<file path="src/rtl/delay_line_var.sv">
// Runtime-programmable, stallable delay line carrying a valid flag with each sample.
// The line advances only on enabled cycles; a delay load flushes it and restarts the fill.
module delay_line_var #(
    parameter int DATA_WIDTH    = 8,
    parameter int MAX_DELAY     = 16,
    parameter int DEFAULT_DELAY = 4,
    localparam int DLY_W        = $clog2(MAX_DELAY + 1)
) (
    input  logic                  clk_i,
    input  logic                  rst_i,
    input  logic                  en_i,
    input  logic                  delay_load_i,
    input  logic [DLY_W-1:0]      delay_i,
    input  logic                  valid_i,
    input  logic [DATA_WIDTH-1:0] data_i,
    output logic                  valid_o,
    output logic [DATA_WIDTH-1:0] data_o,
    output logic                  busy_o,
    output logic [DLY_W-1:0]      delay_o
);

    localparam logic [DLY_W-1:0] MAX_D = DLY_W'(MAX_DELAY);
    localparam logic [DLY_W-1:0] DEF_D = DLY_W'(DEFAULT_DELAY);

    logic [DLY_W-1:0]      delay_q;
    logic [DLY_W-1:0]      fill_q;
    logic [MAX_DELAY-1:0]  vld_q;
    logic [DATA_WIDTH-1:0] data_q [MAX_DELAY];
    logic                  sel_vld;
    logic [DATA_WIDTH-1:0] sel_data;
    logic                  busy;

    // Oversized requests clamp to the deepest line rather than wrapping.
    function automatic logic [DLY_W-1:0] sat_delay(input logic [DLY_W-1:0] d);
        return (d > MAX_D) ? MAX_D : d;
    endfunction

    always_ff @(posedge clk_i) begin
        if (rst_i) begin
            delay_q <= DEF_D;
            fill_q  <= '0;
            vld_q   <= '0;
            for (int k = 0; k < MAX_DELAY; k++) begin
                data_q[k] <= '0;
            end
        end else if (delay_load_i) begin
            // Flush drops in-flight samples and the sample presented on this cycle.
            delay_q <= sat_delay(delay_i);
            fill_q  <= '0;
            vld_q   <= '0;
        end else if (en_i) begin
            vld_q[0]  <= valid_i;
            data_q[0] <= data_i;
            for (int k = 1; k < MAX_DELAY; k++) begin
                vld_q[k]  <= vld_q[k-1];
                data_q[k] <= data_q[k-1];
            end
            if (fill_q < delay_q) begin
                fill_q <= fill_q + 1'b1;
            end
        end
    end

    always_comb begin
        sel_vld  = 1'b0;
        sel_data = '0;
        for (int k = 0; k < MAX_DELAY; k++) begin
            if (DLY_W'(k + 1) == delay_q) begin
                sel_vld  = vld_q[k];
                sel_data = data_q[k];
            end
        end
        busy = (fill_q < delay_q);
        if (delay_q == '0) begin
            valid_o = valid_i;
            data_o  = data_i;
        end else begin
            // Data is masked so stale contents never leak out while invalid.
            valid_o = sel_vld & ~busy;
            data_o  = valid_o ? sel_data : '0;
        end
    end

    assign busy_o  = busy;
    assign delay_o = delay_q;

endmodule

</file>
<file path="config.mk">
export PLATFORM = sky130hd
export DESIGN_NAME = delay_line_var
export DESIGN_NICKNAME = d
export VERILOG_FILES = /design/src/rtl/delay_line_var.sv
export SDC_FILE = /design/constraint.sdc
export NUM_CORES = 1
export LEC_CHECK = 0
export CORE_ASPECT_RATIO = 1.4
export CORE_MARGIN = 2
export CORE_UTILIZATION = 37
export CTS_BUF_LIST = sky130_fd_sc_hd__clkbuf_8
export DETAILED_ROUTE_END_ITERATION = 6
export SETUP_SLACK_MARGIN = 0.5
export SLEW_MARGIN = 10
export SYNTH_ARGS = -nofsm -noshare
export SYNTH_HDL_FRONTEND = slang
export SYNTH_SLANG_ARGS = --single-unit
</file>
<file path="constraint.sdc">
create_clock -name clk_i -period 6.45 [get_ports clk_i]
set_input_delay 0.645 -clock clk_i [delete_from_list [all_inputs] [get_ports clk_i]]
set_output_delay 0.645 -clock clk_i [all_outputs]
set_load 0.005 [all_outputs]
</file>
==> results.json, run 1 <==
{
  "status": "completed",
  "timing_worst_setup_path_type": "flop to output pin",
  "final_cell_area_um2": 8630,
  "root_buffer": "clkbuf_8",
  "port-buffer-count": 32,
  "ctsHoldBuffers": 0,
  "max_slew_margin_pct": 26.0,
  "r2r_cells": 9,
  "syn_to_final_growth_pct": 12.1,
  "dieArea_um2": 22000,
  "setup_slack_ns": 1.81,
  "cts_resized": 0,
  "nets": 724,
  "synth.avg_cell_area_um2": 11.2,
  "vdd_ir_drop_max_mv": 0.118,
  "synth.distinct_cells": 73,
  "ys_ff_latch": 154,
  "start_util_pct": 37.6,
  "cts_buffers": 17,
  "hold_path_depth": 2,
  "antenna_found_initial": 0,
  "drive_gt1_share_pct": 10.2,
  "synth_fp_nets": 708,
  "timing.rr.start": "delay_o[2]",
  "worstPathRequired_ns": 5.80,
  "grt.overflow.total": 0,
  "hold_path_class": "flop to flop",
  "synth-seq-area-share_pct": 56.7,
  "vias": 5605,
  "h-tree-depth": 4,
  "synth_area_um2": 7690,
  "critical_path_arrival_ns": 4.00,
  "worst_pin_slew_ns": 1.11,
  "synth_edf_count": 128,
  "p_leak_nw": 3.09,
  "setup_violations": 0,
  "numClockSinks": 154,
  "clk_path_buf_depth": 2,
  "max_clock_freq_mhz": 215,
  "finClkSkew_ns": 0.00982,
  "synth_flop_cell": "edfxtp_1",
  "mostFrequentLayoutCells": "edfxtp_1, and2_1, nor2_1",
  "grt_use_total_pct": 20.3,
  "endpoint_kind": "output pin",
  "drt-initial-drc-count": 674,
  "viasPerCell": 5.78,
  "slew_violations": 0,
  "antenna_cells": 0,
  "clk_transition_reported_paths_ns": 0.08,
  "fin_setup_tns_ns": 0,
  "avgRoutedWirePerCell_um": 22.6,
  "grt_max_degree": 79,
  "placementRows": 62,
  "die_height_um": 175,
  "pre_cts_slack_ns": 2.37,
  "first_pass_iters": 5,
  "final_common_cell": "edfxtp_1",
  "final_antenna_net_count": 0,
  "startpoint_type": "flop",
  "dpl_cell_area_um2": 8200,
  "yosysWarnings": 0,
  "grt_pass1_wl_mm": 33.5,
  "syn_inst": 685,
  "fin_cells": 969,
  "cts_setup_buffers": 0,
  "critical_path_peak_fanout": 25,
  "power_density_nw_per_um2": 254,
  "post-route-drc-count": 0,
  "total_power_mw": 2.19,
  "hold_viol_final": 0,
  "utilization_pct": 42.1,
  "fin_hold_ws_ns": 0.500,
  "gp_congestion": 0.989,
  "synth_async_sr_flop_share_pct": 0,
  "ios": 33,
  "reg2reg_to": "fill_q[4]",
  "dp.cells": 938,
  "hold_start": "fill_q[4]",
  "insertion_delay_ns": 0.47,
  "core_um2": 20500,
  "die_x_um": 126,
  "wirelength_mm": 21.9,
  "r2r_slack_ns": 3.41,
  "max_cap_violations": 0,
  "hold_end": "fill_q[4]",
  "rsz0062_at_grt": "false",
  "cts_tree": "built",
  "period_share_pct": 72.0,
  "grt_pass1_vias": 5475,
  "period_minus_slack_ns": 4.64,
  "nFillCells": 1969,
  "dp_hpwl_mm": 15.6
}
-- state kept, by name, indices dropped and copies added (netlist names) --
register,flops
data_q,128
vld_q,16
delay_o,5
fill_q,5
-- report_power, final --
part	internal (mW)	total [mW]	leakage [nW]	switching, mW
sequential	1.14	1.19	1.57	0.0502
combinational	0.0756	0.196	1.30	0.120
clock	0.423	0.802	0.219	0.379
total	1.64	2.19	3.09	0.550
-- per-layer routing --
| layer | track usage [%] | vias to the layer above | wire, um |
|---|---|---|---|
| met5 | 0 | - | 0 |
| met4 | 8.65 | 0 | 782 |
| met3 | 4.84 | 46 | 1440 |
| met2 | 33.6 | 242 | 10800 |
| met1 | 25.5 | 2768 | 8920 |
| li1 | - | 2549 | - |
-- critical path, cell delays in order, from the launching register on --
cell and delay [ns]:
dfxtp_2 0.67, buf_4 0.39, nor3b_1 0.93, and3_1 0.27, o31ai_1 0.08, o211ai_2 0.10, nand2_2 0.19, o31ai_2 0.34
clkdlybuf4s50_1 0.55
-- final cells by class --
type	count	area (um^2)	share of cell area (%)
clock buffer	17	234	2.71
timing repair buffer	42	390	4.53
inverter	12	45.0	0.522
multi-input combinational	474	3080	35.6
clock inverter	14	195	2.26
tap	256	320	3.71
sequential	154	4370	50.6
-- worst max path at each step --
stage | from | to | depth (start not counted)
after floorplan | en_i | data_q[0][0] | 3
after global placement | delay_o[1] | data_o[1] | 7
after detailed placement | delay_o[0] | data_o[1] | 8
after CTS | delay_o[0] | data_o[1] | 8
after global routing | delay_o[0] | data_o[1] | 8
final | delay_o[0] | data_o[1] | 8
-- cell usage after synthesis, drive strengths merged, types with 18 or more instances --
library cell	instances	area, um^2
and2	83	519
buf	27	158
nor2	59	245
nor2b	51	319
edfxtp	128	3840
clkbuf	18	67.6
nand2	31	119
a21oi	30	150
o21ai	23	115
mux2i	20	200
dfxtp	26	521
-- cells by family (layout without fill, tap and decap cells) --
family	after synthesis	count (layout)	share of synthesized area, %
adders and majority gates	5	5	0.813
muxes	28	28	3.77
buffers and inverters	57	85	3.51
DFF	154	154	56.7
xor gates and xnor gates	2	2	0.228
and+or+nand+nor	306	306	22.5
AOI/OAI and AO/OA	133	133	12.4
Note: power is estimated with default switching activity, not from simulation.
==> inputs of run 2 (changes only) <==
==> constraint.sdc (replaced) <==
create_clock -name clk_i -period 3.9 [get_ports clk_i]
set_input_delay 0.39 -clock clk_i [delete_from_list [all_inputs] [get_ports clk_i]]
set_output_delay 0.39 -clock clk_i [all_outputs]
set_load 0.005 [all_outputs]
==> results.json, run 2 (same netlist as run 1, synthesis figures left out) <==
{
  "grt_use_total_pct": 21.1,
  "period_minus_slack_ns": 3.37,
  "grt_pass1_vias": 5794,
  "numClockSinks": 154,
  "start_util_pct": 37.6,
  "final_common_cell": "edfxtp_1",
  "viasPerCell": 5.67,
  "avgRoutedWirePerCell_um": 22.7,
  "die_x_um": 126,
  "grt_max_degree": 68,
  "hold_path_class": "input port to flop",
  "drt-met1-wl_mm": 9.24,
  "mostFrequentLayoutCells": "edfxtp_1, and2_1, nor2_1",
  "dp_hpwl_mm": 16.4,
  "vias": 5743,
  "endpoint_kind": "output pin",
  "grt_pass1_wl_mm": 34.8,
  "ios": 33,
  "power_density_nw_per_um2": 384,
  "slew_violations": 0,
  "antenna_found_initial": 0,
  "antenna_cells": 0,
  "dieArea_um2": 22000,
  "port-buffer-count": 32,
  "critical_path_arrival_ns": 2.98,
  "nets": 766,
  "max_slew_margin_pct": 60.9,
  "total_power_mw": 3.52,
  "wl_met2_mm": 11.3,
  "core_um2": 20500,
  "die_height_um": 175,
  "worst_pin_slew_ns": 0.586,
  "post-route-drc-count": 0,
  "routed.top_layer": "met4",
  "wirelength_mm": 23.0,
  "met3_wirelength_mm": 1.29,
  "biggestRegsByFlops": "data_q (128), vld_q (16)",
  "worstPathRequired_ns": 3.51,
  "rsz0062_at_grt": "true",
  "max_cap_violations": 0,
  "max_clock_freq_mhz": 296,
  "setup_violations": 0,
  "h-tree-depth": 4,
  "finClkSkew_ns": 0.00932,
  "placementRows": 62,
  "timing_worst_setup_path_type": "flop to output pin",
  "status": "completed",
  "hold_viol_final": 0,
  "cts_buffers": 17,
  "vdd_ir_drop_max_mv": 0.201,
  "period_share_pct": 86.5,
  "p_leak_nw": 3.41,
  "drt-initial-drc-count": 580,
  "regMostFlops": "data_q",
  "critical_path_peak_fanout": 17,
  "cts_tree": "built",
  "startpoint_type": "flop",
  "grt.overflow.total": 0,
  "gp_congestion": 1.00,
  "syn_to_final_growth_pct": 19.2,
  "largest_reg_flops": 128,
  "first_pass_iters": 5,
  "drive_gt1_share_pct": 18.9,
  "clk_path_buf_depth": 2,
  "root_buffer": "clkbuf_8",
  "clk_transition_reported_paths_ns": 0.09,
  "fin_setup_tns_ns": 0,
  "final_antenna_net_count": 0,
  "insertion_delay_ns": 0.46
}
-- run 2: cell types whose count changed in the layout (fill, tap and decap cells not counted), sizes merged --
cell / delta
bufinv: -2
dlygate4sd2: +1
buf: +42
clkinvlp: +1
clkinv: +2
dlymetal6s2s: +3
clkdlybuf4s50: -4
-- run 2: critical path, cell delays in order, from the launching register on --
cell,delay [ns]
dfxtp_4,0.52
buf_6,0.23
mux2_2,0.37
a221oi_2,0.29
a2111oi_2,0.12
a2111oi_1,0.40
o21ai_1,0.10
clkdlybuf4s50_1,0.47
-- run 2: cell type report --
type,instances,area [um^2]
clock buffer,17,234
clock inverter,15,138
fill,1962,11300
inverter,12,45.0
multi-input combinational,474,3270
sequential,154,4380
tap,256,320
timing repair buffer,84,783
-- run 2: power breakdown --
group | leakage, nW | total, mW | internal, mW | switching (mW)
registers | 1.57 | 1.95 | 1.88 | 0.0689
clock network | 0.201 | 1.17 | 0.557 | 0.610
logic | 1.64 | 0.403 | 0.169 | 0.234
total | 3.41 | 3.52 | 2.61 | 0.913
-- run 2: repair_timing --
action,4_1_cts,5_1_grt
resized for setup,29,30
buffers inserted,12,10
endpoints found under the hold margin,0,0
pin swaps,8,10
hold buffers,0,0
endpoints found under the setup margin,9,8
-- run 2: path summary, 6_finish.rpt --
kind              slack (ns)         end        from  depth (start not counted)
hold reg to reg         0.53   fill_q[3]   fill_q[3]                          2
hold / removal          0.52  delay_o[2]  delay_i[2]                          3
setup reg to reg        1.52   fill_q[4]  delay_o[4]                          8
setup / recovery        0.53   data_o[7]  delay_o[1]                          7
-- run 2: routing by layer --
| layer | up-vias | GRT usage (%) |
|---|---|---|
| li1 | 2627 | - |
| met1 | 2814 | 25.9 |
| met2 | 236 | 34.1 |
| met3 | 66 | 4.44 |
| met4 | 0 | 12.6 |
| met5 | - | 0 |
-- run 2: through the flow --
step | std cells | worst slack (ns) | hold WS, ns | cell area [um^2] | utilization [%]
2_1_floorplan | 685 | 0.753 | 0.455 | 7700 | -
3_3_place_gp | 958 | 0.514 | 0.478 | 8360 | 40.8
3_5_place_dp | 958 | 0.478 | 0.508 | 8360 | 40.8
4_1_cts | 1002 | 0.470 | 0.498 | 8940 | 43.7
5_1_grt | 1012 | 0.433 | 0.539 | 9170 | 44.8
6_report | 1012 | 0.527 | 0.518 | 9170 | 44.8
==> inputs of run 3 (changes only) <==
--- a/config.mk
+++ b/config.mk
@@ -11,6 +11,7 @@
 export CTS_BUF_LIST = sky130_fd_sc_hd__clkbuf_8
 export DETAILED_ROUTE_END_ITERATION = 6
 export SETUP_SLACK_MARGIN = 0.5
+export SKIP_LAST_GASP = 1
 export SLEW_MARGIN = 10
 export SYNTH_ARGS = -nofsm -noshare
 export SYNTH_HDL_FRONTEND = slang
==> results of run 3 <==
Same layout as run 2: the final DEF is identical, and so are final timing and power.
==> RTL change, RTL diff (config.mk and constraints of run 3) <==
Make the reset (`rst_i`) asynchronous in one clocked block.
--- a/src/rtl/delay_line_var.sv
+++ b/src/rtl/delay_line_var.sv
@@ -37,3 +37,3 @@
 
-    always_ff @(posedge clk_i) begin
+    always_ff @(posedge clk_i or posedge rst_i) begin
         if (rst_i) begin
Function: differs if rst_i is asserted again (counterexample within 4 cycles, from zero or initial values and one cycle with rst_i high); with rst_i held inactive, the same outputs for 4 cycles.
==> RTL change against run 3 <==
  * Sequential cell count is the same
  * Area after synthesis grew 0.59%
  * Wire length shrank 5.2%
  * Die area grew 0.57%
  * Via count grew 0.54%
  * Final area grew 1.5%
  * Worst setup slack gained 0.020 ns
  * Largest cell class unchanged
  * Highest routed layer unchanged
Power is not compared: it rests on default switching activity, and its combinational part moved more than twofold at a synthesized area within 25%.
==> RTL change: results <==
# TYPE chip_impl_metric gauge
chip_impl_metric{name="globalRouteMet3Util",unit=""} 0.0416
chip_impl_metric{name="grt_pass1_wl",unit="um"} 34600
chip_impl_metric{name="grt_max_degree",unit=""} 132
chip_impl_info{name="startpoint",value="delay_o[1]"} 1
chip_impl_metric{name="comb.multi_input.count",unit=""} 454
chip_impl_metric{name="wl_met2",unit="um"} 11200
chip_impl_metric{name="hpwlAfterDp",unit="um"} 15100
chip_impl_info{name="run_status",value="finished clean"} 1
chip_impl_metric{name="final.fill_count",unit=""} 1895
chip_impl_metric{name="met3_wirelength",unit="um"} 890
chip_impl_metric{name="grt_pass1_vias",unit=""} 5953
chip_impl_metric{name="compound_cell_area_share_of_the_yosys_netlist",unit=""} 0.127
chip_impl_metric{name="grt.met2_usage",unit=""} 0.349
chip_impl_metric{name="post_synth_fa_ha_maj_area_fraction",unit=""} 0.00808
chip_impl_metric{name="muxShareOfSynthArea",unit=""} 0.234
chip_impl_metric{name="cp_slowest_stage_delay",unit="ns"} 0.55
chip_impl_metric{name="seq_area_frac",unit=""} 0.415
chip_impl_metric{name="multiInputGateArea",unit="um2"} 3800
chip_impl_metric{name="ff2ff_setup_slack",unit="ns"} 1.35
chip_impl_metric{name="area_share_nonclk_buffers",unit=""} 0.0919
chip_impl_metric{name="met1_usage_grt",unit=""} 0.242
chip_impl_info{name="hold_path.class",value="input pin to asynchronous set/reset pin"} 1
chip_impl_metric{name="yosys.cell_types.count",unit=""} 68
chip_impl_info{name="synth_ff_type",value="dfrtp_1"} 1
chip_impl_metric{name="cts_setup_buffers",unit=""} 14
chip_impl_info{name="timing.rr.start",value="delay_o[2]"} 1
chip_impl_metric{name="number_of_nets_in_the_layout",unit=""} 755
chip_impl_metric{name="routed_wirelength",unit="um"} 21800
chip_impl_metric{name="dp_worst_setup_slack",unit="ns"} 0.305
chip_impl_info{name="synth_top_cells_by_count",value="153 x dfrtp_1, 132 x mux2_2, 41 x o21ai_0, 38 x nor2_1, 35 x nand2_1"} 1
chip_impl_metric{name="fin_worst_skew",unit="ns"} 0.0106
chip_impl_info{name="synth.top_cells.by_area",value="dfrtp_1 49%, mux2_2 19%, mux2i_1 3.6%"} 1
chip_impl_info{name="reg2reg_to",value="fill_q[4]"} 1
chip_impl_metric{name="synth-xor-area-share",unit=""} 0.00226
chip_impl_metric{name="gp_congestion",unit=""} 0.880
chip_impl_metric{name="asyncSetResetFlopFracSynth",unit=""} 1.00
chip_impl_metric{name="dr_total_vias",unit=""} 5774
chip_impl_metric{name="grtUsageTotal",unit=""} 0.204
## RTL change: stage by stage
stage / cells / total power [mW] / instance area, um2 / hold WS [ns]
detailed placement: 934 / 3.91 / 8370 / 0.493
finish: 1001 / 5.23 / 9310 / 0.403
floorplan: 669 / 3.39 / 7740 / 0.462
CTS: 982 / 5.23 / 9080 / 0.406
global placement: 934 / 3.86 / 8370 / 0.490
global route: 1001 / 5.53 / 9310 / 0.445
## RTL change: how the worst min path moves through the flow
stage	from	to	slack, ns	depth (start not counted)
floorplan	data_q[104]	data_q[96]	0.46	2
global placement	data_q[26]	data_q[18]	0.49	1
detailed placement	data_q[96]	data_q[88]	0.49	1
CTS	rst_i	vld_q[4]	0.41	2
global route	rst_i	vld_q[4]	0.45	2
finish	rst_i	data_q[121]	0.40	2
## RTL change: report_power, final
group | leakage, nW | internal [mW] | switching (mW)
registers | 1.94 | 2.16 | 0.505
logic | 1.82 | 0.751 | 0.562
clock network | 0.207 | 0.546 | 0.706
total | 3.97 | 3.46 | 1.77
